`config.mk`:
```
export PLATFORM = sky130hd
export DESIGN_NAME = alu_seq
export DESIGN_NICKNAME = d
export VERILOG_FILES = /design/src/rtl/alu_seq.sv
export SDC_FILE = /design/constraint.sdc
export NUM_CORES = 1
export LEC_CHECK = 0
export BUFFER_PORTS_ARGS = -buffer_cell sky130_fd_sc_hd__buf_2
export CAP_MARGIN = 20
export CORE_ASPECT_RATIO = 0.9
export CORE_MARGIN = 2
export CORE_UTILIZATION = 63
export DETAILED_ROUTE_END_ITERATION = 7
export PLACE_DENSITY_LB_ADDON = 0.2
export SLEW_MARGIN = 20
export SYNTH_ARGS = -nofsm -noshare
export SYNTH_HDL_FRONTEND = slang
export SYNTH_SLANG_ARGS = --single-unit
```
`constraint.sdc`:
```
create_clock -name clk -period 6.8 [get_ports clk]
set_clock_uncertainty 0.15 [all_clocks]
set_input_delay 0.34 -clock clk [delete_from_list [all_inputs] [get_ports clk]]
set_output_delay 0.34 -clock clk [all_outputs]
set_load 0.02 [all_outputs]
```
`src/rtl/alu_seq.sv`:
```
// Sequencer for an external 16-bit ALU, with an 8x16 register file and a carry flag.
// Latency: ALU ops respond 2 cycles after accept; LOADI/READ/reserved respond 1 cycle after accept.
// Backpressure: one command in flight; cmd_ready drops until the response is taken with res_ready.
module alu_seq (
  input  logic        clk,
  input  logic        reset,
  input  logic        cmd_valid,
  output logic        cmd_ready,
  input  logic [2:0]  cmd_op,
  input  logic [2:0]  cmd_rd,
  input  logic [2:0]  cmd_rs1,
  input  logic [2:0]  cmd_rs2,
  input  logic [15:0] cmd_imm,
  output logic [1:0]  alu_op,
  output logic [15:0] alu_a,
  output logic [15:0] alu_b,
  input  logic [15:0] alu_o,
  input  logic        alu_cout,
  output logic        res_valid,
  input  logic        res_ready,
  output logic [15:0] res_data,
  output logic        res_cout,
  output logic        res_err
);

  typedef enum logic [1:0] {IDLE, EXEC, RESP} state_t;

  localparam logic [2:0] OP_LOADI = 3'b100;
  localparam logic [2:0] OP_READ  = 3'b101;

  state_t      state_q, state_d;
  logic [15:0] regs_q [8];
  logic        carry_q;
  logic [15:0] a_q, b_q;
  logic [1:0]  op_q;
  logic [2:0]  rd_q;
  logic [15:0] res_data_q;
  logic        res_cout_q, res_err_q;

  logic        accept;
  logic        rf_we;
  logic [2:0]  rf_wa;
  logic [15:0] rf_wd;

  // A command is taken only in IDLE and never while reset is high.
  assign accept = cmd_valid && (state_q == IDLE) && !reset;

  // Operands and op are held in latches so the ALU sees them for the whole EXEC cycle.
  assign alu_a    = a_q;
  assign alu_b    = b_q;
  assign alu_op   = op_q;
  assign res_data = res_data_q;
  assign res_cout = res_cout_q;
  assign res_err  = res_err_q;

  // State register.
  always_ff @(posedge clk) begin
    if (reset) state_q <= IDLE;
    else       state_q <= state_d;
  end

  // Next-state and handshake outputs; ALU opcodes have bit 2 clear.
  always_comb begin
    state_d   = state_q;
    cmd_ready = (state_q == IDLE) && !reset;
    res_valid = (state_q == RESP) && !reset;
    case (state_q)
      IDLE: if (accept) state_d = cmd_op[2] ? RESP : EXEC;
      EXEC: state_d = RESP;
      RESP: if (res_ready) state_d = IDLE;
      default: state_d = IDLE;
    endcase
  end

  // Single register-file write port: LOADI at accept, ALU result at the end of EXEC.
  always_comb begin
    rf_we = 1'b0;
    rf_wa = 3'd0;
    rf_wd = 16'd0;
    if (accept && cmd_op == OP_LOADI) begin
      rf_we = 1'b1;
      rf_wa = cmd_rd;
      rf_wd = cmd_imm;
    end else if (state_q == EXEC) begin
      rf_we = 1'b1;
      rf_wa = rd_q;
      rf_wd = alu_o;
    end
  end

  // Register file; reset wins over an in-flight EXEC write.
  always_ff @(posedge clk) begin
    if (reset) begin
      for (int i = 0; i < 8; i++) regs_q[i] <= 16'd0;
    end else if (rf_we) begin
      regs_q[rf_wa] <= rf_wd;
    end
  end

  // Operand latches, carry flag and response registers.
  always_ff @(posedge clk) begin
    if (reset) begin
      carry_q    <= 1'b0;
      a_q        <= 16'd0;
      b_q        <= 16'd0;
      op_q       <= 2'd0;
      rd_q       <= 3'd0;
      res_data_q <= 16'd0;
      res_cout_q <= 1'b0;
      res_err_q  <= 1'b0;
    end else begin
      if (accept) begin
        // Operands are captured before any write, so rd may alias rs1/rs2.
        a_q  <= regs_q[cmd_rs1];
        b_q  <= regs_q[cmd_rs2];
        op_q <= cmd_op[1:0];
        rd_q <= cmd_rd;
        case (cmd_op)
          OP_LOADI: begin
            res_data_q <= cmd_imm;
            res_cout_q <= carry_q;
            res_err_q  <= 1'b0;
          end
          OP_READ: begin
            res_data_q <= regs_q[cmd_rs1];
            res_cout_q <= carry_q;
            res_err_q  <= 1'b0;
          end
          3'b110, 3'b111: begin
            res_data_q <= 16'd0;
            res_cout_q <= carry_q;
            res_err_q  <= 1'b1;
          end
          default: ;
        endcase
      end
      if (state_q == EXEC) begin
        carry_q    <= alu_cout;
        res_data_q <= alu_o;
        res_cout_q <= alu_cout;
        res_err_q  <= 1'b0;
      end
    end
  end

endmodule

```
==> summary.txt, run 1 <==
Route
  – Residual DRC: 0
  – Initial DRC Count: 921
  – Pre-Repair DR Iteration Count: 6
  – Routed WL: 24.9 mm
  – Antenna viol nets, final: 0
  – DR WL/cell: 24.9 um
  – Vias: 6996
  – DR vias/cell: 6.98

Pwr
  – Clock share of power: 0.386
  – Max rail drop VDD: 0.193 mV
  – Register share of total power: 0.495
  – Power Density: 253 mW/mm^2
  – Sw frac: 0.246
  – Leakage: 0.00369 uW
  – Total power: 2610 uW
  – Cell Int Power: 1970 uW
  – Gate power share: 0.118
  – Switching power: 644 uW

Cells and area
  – Final core utilization: 0.732
  – Filler cells: 926
  – Leading cell type in the layout, fill and taps excluded: edfxtp_1
  – Register area: 0.00500 sq mm
  – Finished Layout Cells: 1003
  – Final nets: 846
  – Share of layout cells above drive strength 1: 0.283
  – Ant diodes: 0
  – Most frequent cells in the layout: edfxtp_1 (128), buf_2 (101), nor3_1 (99)
  – Multi-input gate area: 0.00387 sq mm
  – Final Cell Area: 0.0103 sq mm
  – Area added between synthesis and finish: 12.9%

Die
  – Die Y: 118 um
  – Die Footprint: 0.0155 sq mm
  – Row count: 41
  – Initial core utilization: 0.649
  – I/O pins: 103
  – Die X: 131 um
  – Core area: 0.0141 sq mm

Placement
  – Dpl cells: 971
  – Port bufs: 102
  – Area of placed instances: 0.00973 sq mm
  – Final GP Congestion: 0.849
  – DP HPWL: 15.5 mm

Status
  – Status: finished clean

Hold path
  – Hold Path Class: input pin to flip-flop

GRT
  – Total gr overflow: 0
  – Initial antenna violation count: 0
  – Vias in the first global route: 6853
  – Total track usage: 0.332
  – Largest net degree at the start of global routing: 74
  – First-pass GRT wire length: 37.9 mm

Worst setup path
  – Critical path required time: 6.79 ns
  – Critical-path maximum fanout: 73
  – WP data arrival: 3.88 ns
  – Worst setup EP type: flip-flop
  – Max incr delay on CP: 0.81 ns
  – Most common cell on crit path: buf_4
  – CP Launch Type: flip-flop
  – Kind of critical path: flip-flop to flip-flop
  – CP cell instances: nor4b_4 -> buf_4 -> nand3_2 -> a21o_2 -> buf_4 -> o21bai_1 -> buf_4
  – Slowest-stage cell, CP: o21bai_1

Logic synthesis
  – #FFs+latches synth: 186
  – Mapped Avg Cell Area: 12.5 sq um
  – Cell area after synthesis: 0.00915 sq mm
  – Synth async-reset ratio: 0
  – Syn Nets: 781
  – Cells after synthesis: 732
  – Ys Warns: 0
  – Netlist cell types: 44
  – EDFF count, synth: 128
  – Main synth FF type: edfxtp_1
  – Part of the Yosys area used for sequential elements: 0.547

CTS
  – Cts repair resizes: 0
  – CTS tree: yes
  – CTS H-tree depth: 4
  – Root buffer cell: clkbuf_16
  – Post-CTS setup buffer count: 0
  – Clock slew at reported path FFs: 0.06 ns
  – Hold-fix buffers at CTS: 0
  – CTS buffer count: 17
  – Clk sinks: 186
  – Worst-skew pair later-pin latency: 0.44 ns
  – Clock Path Buffers: 2

Timing
  – RSZ-0062 raised after global routing: no
  – Fmax: 0.257 GHz
  – Tcrit/Tclk final: 0.572
  – Least-Margin Pin Slew: 1.10 ns
  – Hold Vio Cnt, Final: 0
  – TNS Setup: 0 ns
  – Relative slew margins: 0.262
  – Slew Viols, Final: 0
  – Final worst path period need: 3.89 ns
  – Setup violations, final: 0

Job
  – Max cap viols: 0
layer usage:
metal / global-route usage / share of wire / vias up / wire (um)
met5: 0 / 0 / - / 0
met1: 0.459 / 0.37 / 3421 / 9200
met3: 0.119 / 0.14 / 61 / 3420
met2: 0.490 / 0.47 / 559 / 11700
li1: - / - / 2955 / -
met4: 0.122 / 0.023 / 0 / 580
power groups by stage:
stage	logic (uW)	registers [uW]	clock network, uW
detailed placement	304	1320	0
global route	331	1300	1060
floorplan	185	1330	0
CTS	307	1290	1010
finish	310	1290	1010
global placement	295	1310	0
area by class of cell:
class / instances / share of cell area
clock inverter: 11 / 0.0142
clock buffer: 21 / 0.0436
timing repair buffer: 116 / 0.0598
multi-input combinational: 475 / 0.374
inverter: 1 / 0.000363
tap: 193 / 0.0234
sequential: 186 / 0.484
final timing paths:
| path | slack [ns] | from | cells after the start | endpoint |
|---|---|---|---|---|
| max | 2.91 | state_q[1]$_SDFFE_PP0P_ | 7 | regs_q[7][0]$_SDFFCE_PN0P_ |
| min | 0.03 | alu_cout | 3 | carry_q$_SDFFE_PP0N_ |
| max reg2reg | 2.91 | state_q[1]$_SDFFE_PP0P_ | 7 | regs_q[7][0]$_SDFFCE_PN0P_ |
| min reg2reg | 0.32 | alu_op[0]$_SDFFE_PP0P_ | 2 | alu_op[0]$_SDFFE_PP0P_ |
flip-flops by register name, indices dropped and copies added, names as in the netlist:
name,flops
alu_op,2
res_data,16
regs_q,128
rd_q,3
res_cout,1
alu_b,16
res_err,1
carry_q,1
state_q,2
alu_a,16
through the flow:
| stage | worst slack [ns] | hold WS, ns |
|---|---|---|
| floorplan | 3.72 | 0.291 |
| global placement | 2.76 | 0.293 |
| detailed placement | 2.59 | 0.310 |
| CTS | 2.92 | 0.0252 |
| global route | 2.65 | 0.0297 |
| finish | 2.91 | 0.0329 |
logic make-up (layout without fill, tap and decap cells):
family / Yosys count / count (layout) / share of synthesized area
AOI/OAI and AO/OA: 140 / 140 / 0.103
buffers and inverters: 71 / 149 / 0.0331
DFF: 186 / 186 / 0.547
muxes: 81 / 81 / 0.176
and+or+nand+nor: 254 / 254 / 0.140
cell usage after synthesis (2+ instances only):
cell      count  share of area
edfxtp_1    128           0.42
nor3_1       99          0.054
nor2_1       69          0.028
mux4_2       64           0.16
dfxtp_1      58           0.13
nand2_1      45          0.018
a21oi_1      42          0.023
clkbuf_1     42          0.017
buf_2        20          0.011
nor3b_1      18          0.015
a211oi_1     17          0.014
mux2i_1      17          0.019
a21boi_1     16          0.013
a221o_1      16          0.018
o21a_1       16          0.013
o21ai_0      16         0.0088
buf_1         6         0.0025
o21ai_1       4         0.0022
o21bai_1      4         0.0033
a21o_1        3         0.0025
nand2b_1      3         0.0021
or2_2         3         0.0021
and2_1        2         0.0014
nor2b_1       2         0.0014
o211ai_2      2         0.0027
o22ai_1       2         0.0014
critical path, delay by kind of cell (launching register included):
family	cells	cell delay (ns)
DFF	1	0.41
and+or+nand+nor	2	0.59
buffers and inverters	3	1.32
AOI/OAI and AO/OA	2	1.09
No activity file was read; power rests on OpenSTA's default activity.
==> run 2: changes to the inputs <==
--- a/config.mk
+++ b/config.mk
@@ -9,7 +9,7 @@
 export CAP_MARGIN = 20
 export CORE_ASPECT_RATIO = 0.9
 export CORE_MARGIN = 2
-export CORE_UTILIZATION = 63
+export CORE_UTILIZATION = 59
 export DETAILED_ROUTE_END_ITERATION = 7
 export PLACE_DENSITY_LB_ADDON = 0.2
 export SLEW_MARGIN = 20
==> constraint.sdc (replaced) <==
create_clock -name clk -period 3.81 [get_ports clk]
set_clock_uncertainty 0.15 [all_clocks]
set_input_delay 0.1905 -clock clk [delete_from_list [all_inputs] [get_ports clk]]
set_output_delay 0.1905 -clock clk [all_outputs]
set_load 0.02 [all_outputs]
==> summary.txt, run 2 (synthesized netlist as in run 1, its figures left out) <==
GRT
  – Vias in the first global route: 6729 (-1.8%)
  – Largest net degree at the start of global routing: 72 (-2.7%)
  – First-pass GRT wire length: 38.3 mm (+1.0%)
  – Total track usage: 0.314 (-0.0182)
  – Total gr overflow: 0 (unchanged)
  – Initial antenna violation count: 1 (+1)

Status
  – Status: finished clean

Timing
  – RSZ-0062 raised after global routing: no
  – Hold Vio Cnt, Final: 0 (unchanged)
  – Least-Margin Pin Slew: 1.10 ns (-0.00555 ns)
  – Setup violations, final: 0 (unchanged)
  – TNS Setup: 0 ns (unchanged)
  – Worst setup margin: 0.806 ns (-2.10 ns)
  – Final worst path period need: 3.00 ns (-0.888 ns)
  – Slew Viols, Final: 0 (unchanged)
  – Fmax: 0.333 GHz (+30%)
  – Relative slew margins: 0.266 (+0.00366)
  – Final hold slack: 0.0204 ns (-0.0126 ns)
  – Tcrit/Tclk final: 0.789 (+0.216)

CTS
  – Cts repair resizes: 0 (unchanged)
  – CTS tree: yes
  – Clock Path Buffers: 2 (unchanged)
  – CTS H-tree depth: 4 (unchanged)
  – Clock slew at reported path FFs: 0.07 ns (about the same)
  – Root buffer cell: clkbuf_16
  – Hold-fix buffers at CTS: 23 (+23)
  – Worst-skew pair later-pin latency: 0.43 ns (about the same)
  – CTS buffer count: 17 (unchanged)
  – Post-CTS setup buffer count: 0 (unchanged)
  – Clk sinks: 186 (unchanged)

Worst setup path
  – Critical-path maximum fanout: 17 (-77%)
  – Reg2reg end: regs_q[0][5]$_SDFFCE_PN0P_
  – Critical path required time: 3.72 ns (-3.07 ns)
  – WP data arrival: 2.91 ns (-0.97 ns)
  – Worst R2R Setup Slack: 0.81 ns (-2.10 ns)
  – Kind of critical path: flip-flop to flip-flop
  – R2r startpoint: state_q[1]$_SDFFE_PP0P_
  – Worst setup EP type: flip-flop
  – CP Launch Type: flip-flop
  – End of the critical path: regs_q[0][5]$_SDFFCE_PN0P_
  – Crit. Startpoint: state_q[1]$_SDFFE_PP0P_
  – Worst r2r path cells: 4 (-3)

Pwr
  – Total power: 4580 uW (+75%)
  – Leakage: 0.00382 uW (+3.6%)
  – Max rail drop VDD: 0.317 mV (+65%)
  – Power Density: 432 mW/mm^2 (+71%)

Cells and area
  – Final Cell Area: 0.0106 sq mm (+2.5%)
  – Leading cell type in the layout, fill and taps excluded: edfxtp_1
  – Share of layout cells above drive strength 1: 0.280 (-0.00243)
  – Most frequent cells in the layout: edfxtp_1 (128), buf_2 (102), nor3_1 (99)
  – Filler cells: 1031 (+11%)
  – Max reg flops: 128 (unchanged)
  – Area added between synthesis and finish: 15.8%
  – Final nets: 878 (+3.8%)
  – Top reg by flops: regs_q

Route
  – Antenna viol nets, final: 0 (unchanged)
  – Residual DRC: 0 (unchanged)
  – Routed WL: 25.6 mm (+2.7%)
  – DR WL/cell: 24.5 um (-1.5%)
  – Pre-Repair DR Iteration Count: 6 (unchanged)
  – Vias: 7181 (+2.6%)
  – Initial DRC Count: 909 (-1.3%)
  – DR vias/cell: 6.87 (-1.5%)

Die
  – Die X: 135 um (+3.2%)
  – Initial core utilization: 0.599 (-0.0498)
  – I/O pins: 103 (unchanged)
  – Die Y: 122 um (+3.2%)
  – Core area: 0.0153 sq mm (+8.3%)
  – Row count: 43 (+4.9%)
  – Die Footprint: 0.0165 sq mm (+6.6%)

Placement
  – Dpl ws: 0.859 ns (-1.73 ns)
  – DP HPWL: 16.9 mm (+8.4%)
  – Area of placed instances: 0.00980 sq mm (+0.75%)
  – Final GP Congestion: 0.855 (+0.75%)
  – Port bufs: 102 (unchanged)

Job
  – Max cap viols: 0 (unchanged)

Hold path
  – Hold Path Class: input pin to flip-flop
-- run 2: cell count changes in the layout (fill, tap and decap cells not counted), moves of 2 or more --
cell	before	now
bufinv_16	3	0
clkinvlp_4	2	0
clkbuf_16	17	19
buf_4	15	23
dlygate4sd3_1	0	23
inv_4	0	3
-- run 2: per-stage QoR --
step	util	cells
2_1_floorplan	-	732
3_3_place_gp	0.641	989
3_5_place_dp	0.642	989
4_1_cts	0.693	1044
5_1_grt	0.693	1044
6_report	0.693	1045
-- run 2: per-layer routing --
metal,wire length [um],part of all wire,vias up,track usage
met3,3920,0.15,61,0.0965
met5,0,0,-,0
met2,11500,0.45,601,0.470
met1,9720,0.38,3493,0.450
li1,-,-,3026,-
met4,486,0.019,0,0.0924
-- run 2: where the power goes --
part	switching [uW]	total, uW	internal [uW]	leakage [uW]
Clock	760	1680	923	0.000280
Combinational	337	576	239	0.00175
Sequential	67.1	2320	2250	0.00179
Total	1160	4580	3410	0.00382
-- run 2: final cells by class --
type | instances | area, sq um | area share
clock buffers | 23 | 494 | 0.0467
inverters | 1 | 3.75 | 0.000354
repair buffers | 148 | 913 | 0.0862
diodes | 1 | 2.50 | 0.000236
clock inverters | 9 | 60.1 | 0.00567
well taps | 202 | 253 | 0.0239
multi-input cells | 475 | 3860 | 0.364
flip-flops and latches | 186 | 5000 | 0.473
-- run 2: critical path, cell delays in order, from the launching register on --
cell      delay, ns
dfxtp_1        0.41
or4b_4         0.71
nor4_4         0.31
o211ai_2       0.36
nand2b_1       0.68
-- run 2: how the worst min path moves through the flow --
stage | endpoint | startpoint | cells past startpoint | slack [ns]
floorplan | rd_q[1]$_SDFFE_PP0P_ | cmd_rd[1] | 2 | 0.18
global placement | alu_op[1]$_SDFFE_PP0P_ | alu_op[1]$_SDFFE_PP0P_ | 2 | 0.29
detailed placement | alu_op[1]$_SDFFE_PP0P_ | alu_op[1]$_SDFFE_PP0P_ | 2 | 0.30
CTS | res_data[14]$_SDFFE_PP0P_ | cmd_imm[14] | 4 | 0.01
global route | res_data[8]$_SDFFE_PP0P_ | cmd_imm[8] | 4 | 0.04
finish | res_data[14]$_SDFFE_PP0P_ | cmd_imm[14] | 4 | 0.02
==> run 3: changes to the inputs <==
--- a/config.mk
+++ b/config.mk
@@ -5,6 +5,7 @@
 export SDC_FILE = /design/constraint.sdc
 export NUM_CORES = 1
 export LEC_CHECK = 0
+export ABC_AREA = 1
 export BUFFER_PORTS_ARGS = -buffer_cell sky130_fd_sc_hd__buf_2
 export CAP_MARGIN = 20
 export CORE_ASPECT_RATIO = 0.9
==> constraint.sdc (replaced) <==
create_clock -name clk -period 2.9 [get_ports clk]
set_clock_uncertainty 0.15 [all_clocks]
set_input_delay 0.145 -clock clk [delete_from_list [all_inputs] [get_ports clk]]
set_output_delay 0.145 -clock clk [all_outputs]
set_load 0.02 [all_outputs]
==> summary.txt, run 3 <==
Cells and area
  – Area added between synthesis and finish: 19.6%
  – Leading cell type in the layout, fill and taps excluded: nand2_1
  – Final nets: 1429 (+63%)
  – Top reg by flops: regs_q
  – Final core utilization: 0.716 (+0.0230)
  – Max reg flops: 128 (unchanged)
  – Ant diodes: 0 (-1)
  – Most frequent cells in the layout: nand2_1 (260), nor2_1 (199), nand3_1 (160)
  – Finished Layout Cells: 1600 (+53%)
  – Share of layout cells above drive strength 1: 0.144 (-0.137)

Die
  – Initial core utilization: 0.599 (about the same)
  – Die Footprint: 0.0174 sq mm (+5.1%)
  – Row count: 44 (+2.3%)
  – Die X: 139 um (+2.5%)
  – Core area: 0.0161 sq mm (+5.2%)
  – Die Y: 125 um (+2.5%)
  – I/O pins: 103 (unchanged)

Logic synthesis
  – Cell taking the most area after synthesis: edfxtp_1
  – Ys Warns: 0 (unchanged)
  – EDFF count, synth: 128 (unchanged)
  – #FFs+latches synth: 186 (unchanged)
  – Syn Nets: 1289 (+65%)
  – Synth top area cells: edfxtp_1 (40%), dfxtp_1 (12%), nand2_1 (10%), nand3_1 (8.3%), nor2_1 (7.8%)
  – Synth top area share: 0.399 (-0.0209)
  – Cells after synthesis: 1240 (+69%)
  – Mapped Avg Cell Area: 7.76 sq um (-38%)
  – Netlist cell types: 26 (-41%)
  – Most numerous cell in the Yosys netlist: nand2_1
  – Post-synth top cells: nand2_1 (260), nor2_1 (199), nand3_1 (160), inv_1 (141), edfxtp_1 (128)
  – Cell area after synthesis: 0.00963 sq mm (+5.2%)
  – Part of the Yosys area used for sequential elements: 0.520 (-0.0272)
  – Synth async-reset ratio: 0 (unchanged)
  – Main synth FF type: edfxtp_1

Worst setup path
  – Worst r2r path cells: 9 (+5)
  – Most common cell on crit path: nor2_1
  – Critical path required time: 3.13 ns (-0.59 ns)
  – CP cell instances: nor2_1 -> nand3_4 -> buf_4 -> nor2_1 -> nor2_2 -> inv_1 -> o21ai_0 -> a21oi_1 -> dlygate4sd3_1
  – WP data arrival: 2.90 ns (about the same)
  – Critical-path maximum fanout: 27 (+10)
  – Slowest-stage cell, CP: dlygate4sd3_1
  – CP Launch Type: flip-flop
  – Max incr delay on CP: 0.56 ns (-0.15 ns)
  – Worst setup EP type: flip-flop
  – Kind of critical path: flip-flop to flip-flop

Placement
  – Final GP Congestion: 0.935 (+9.3%)
  – DP HPWL: 19.7 mm (+17%)
  – Dpl ws: 0.434 ns (-0.424 ns)
  – Dpl cells: 1522 (+54%)
  – Port bufs: 102 (unchanged)

CTS
  – CTS tree: yes
  – CTS H-tree depth: 4 (unchanged)
  – Clock Path Buffers: 2 (unchanged)
  – Root buffer cell: clkbuf_16
  – Clk sinks: 186 (unchanged)
  – CTS buffer count: 17 (unchanged)
  – Clock slew at reported path FFs: 0.07 ns (about the same)
  – Cts repair resizes: 0 (unchanged)
  – Worst-skew pair later-pin latency: 0.43 ns (about the same)

Route
  – Antenna viol nets, final: 0 (unchanged)
  – Vias: 9318 (+30%)
  – DR WL/cell: 18.7 um (-23%)
  – Initial DRC Count: 1245 (+37%)
  – Residual DRC: 0 (unchanged)
  – Pre-Repair DR Iteration Count: 6 (unchanged)
  – DR vias/cell: 5.82 (-15%)
  – Routed WL: 30.0 mm (+17%)

Timing
  – Final worst path period need: 2.67 ns (-0.334 ns)
  – Tcrit/Tclk final: 0.921 (+0.132)
  – Setup violations, final: 0 (unchanged)
  – TNS Setup: 0 ns (unchanged)
  – Hold Vio Cnt, Final: 0 (unchanged)
  – Slew Viols, Final: 0 (unchanged)
  – Fmax: 0.374 GHz (+13%)
  – Worst setup margin: 0.229 ns (-0.576 ns)
  – Least-Margin Pin Slew: 0.928 ns (-0.171 ns)
  – RSZ-0062 raised after global routing: no
  – Relative slew margins: 0.381 (+0.115)

Hold path
  – Hold Path Class: input pin to flip-flop
  – Worst hold path depth: 4 (unchanged)

GRT
  – Total track usage: 0.345 (+0.0307)
  – Vias in the first global route: 8616 (+28%)
  – Initial antenna violation count: 0 (-1)
  – First-pass GRT wire length: 46.6 mm (+22%)
  – Largest net degree at the start of global routing: 81 (+13%)
  – Total gr overflow: 0 (unchanged)

Status
  – Status: finished clean

Pwr
  – Max rail drop VDD: 0.468 mV (+48%)
  – Power Density: 544 mW/mm^2 (+26%)
  – Leakage: 0.00518 uW (+35%)

Job
  – Max cap viols: 0 (unchanged)
run 3: cell types whose count changed in the layout (fill, tap and decap cells not counted), moves of 18 or more:
cell and delta:
inv_1 +140, buf_4 +27, mux4_2 -64, nand3_1 +160, a21oi_1 +45, dlygate4sd3_1 +23
nor3b_1 -18, nor3_1 -95, nand2_1 +215, o211ai_1 +31, o21ai_0 +52, nor2_1 +130
run 3: final timing paths:
| check | from | to | slack (ns) |
|---|---|---|---|
| worst max-delay path | state_q[0]$_SDFFE_PP0P_ | res_data[0]$_SDFFE_PP0P_ | 0.23 |
| worst min register to register | alu_b[9]$_SDFFE_PP0P_ | alu_b[9]$_SDFFE_PP0P_ | 0.32 |
| worst max register to register | state_q[0]$_SDFFE_PP0P_ | res_data[0]$_SDFFE_PP0P_ | 0.23 |
| worst min-delay path | cmd_valid | state_q[0]$_SDFFE_PP0P_ | 0.14 |
run 3: where the power goes:
part           internal, uW  switching [uW]
Combinational           308             624
Sequential             2960            62.0
Clock                  1330             983
Total                  4600            1670
run 3: metal layers:
layer / vias to the layer above / GRT usage / routed length [um]
li1: 4339 / - / -
met1: 4210 / 0.465 / 11800
met2: 682 / 0.526 / 13200
met3: 87 / 0.118 / 4090
met4: 0 / 0.119 / 923
met5: - / 0 / 0
run 3: layout make-up:
type,count,area (sq um)
clock buffers,27,562
clock inverters,5,26.3
fillers,1225,4560
inverters,142,536
multi-input cells,834,3740
flip-flops and latches,186,5000
well taps,207,259
repair buffers,199,1380
run 3: kinds of logic (layout without fill, tap and decap cells):
kind of cell	Yosys count	in the layout	synth area share
AO/OA/AOI/OAI	192	192	0.110
flip-flops	186	186	0.520
buffers and inverters	220	373	0.0912
multiplexers	1	1	0.00104
AND/OR/NAND/NOR	641	641	0.278
run 3: critical path, delay by kind of cell, from the launching register on:
family | cells | cell delay [ns]
buf+inv | 3 | 1.20
simple gates | 4 | 0.53
compound gates | 2 | 0.38
flops | 1 | 0.35
run 3: what timing repair did:
item | in CTS | in global routing
endpoints found under the hold margin | 26 | 0
buffers inserted | 0 | 0
hold buffers | 46 | 0
run 3: per-stage QoR:
step	instance area [sq um]	power (uW)	hold WS (ns)
after floorplan	9630	3600	0.0674
after global placement	10500	3900	0.231
after detailed placement	10500	3910	0.227
after CTS	11500	6240	0.123
after global routing	11500	6460	0.152
final	11500	6260	0.139
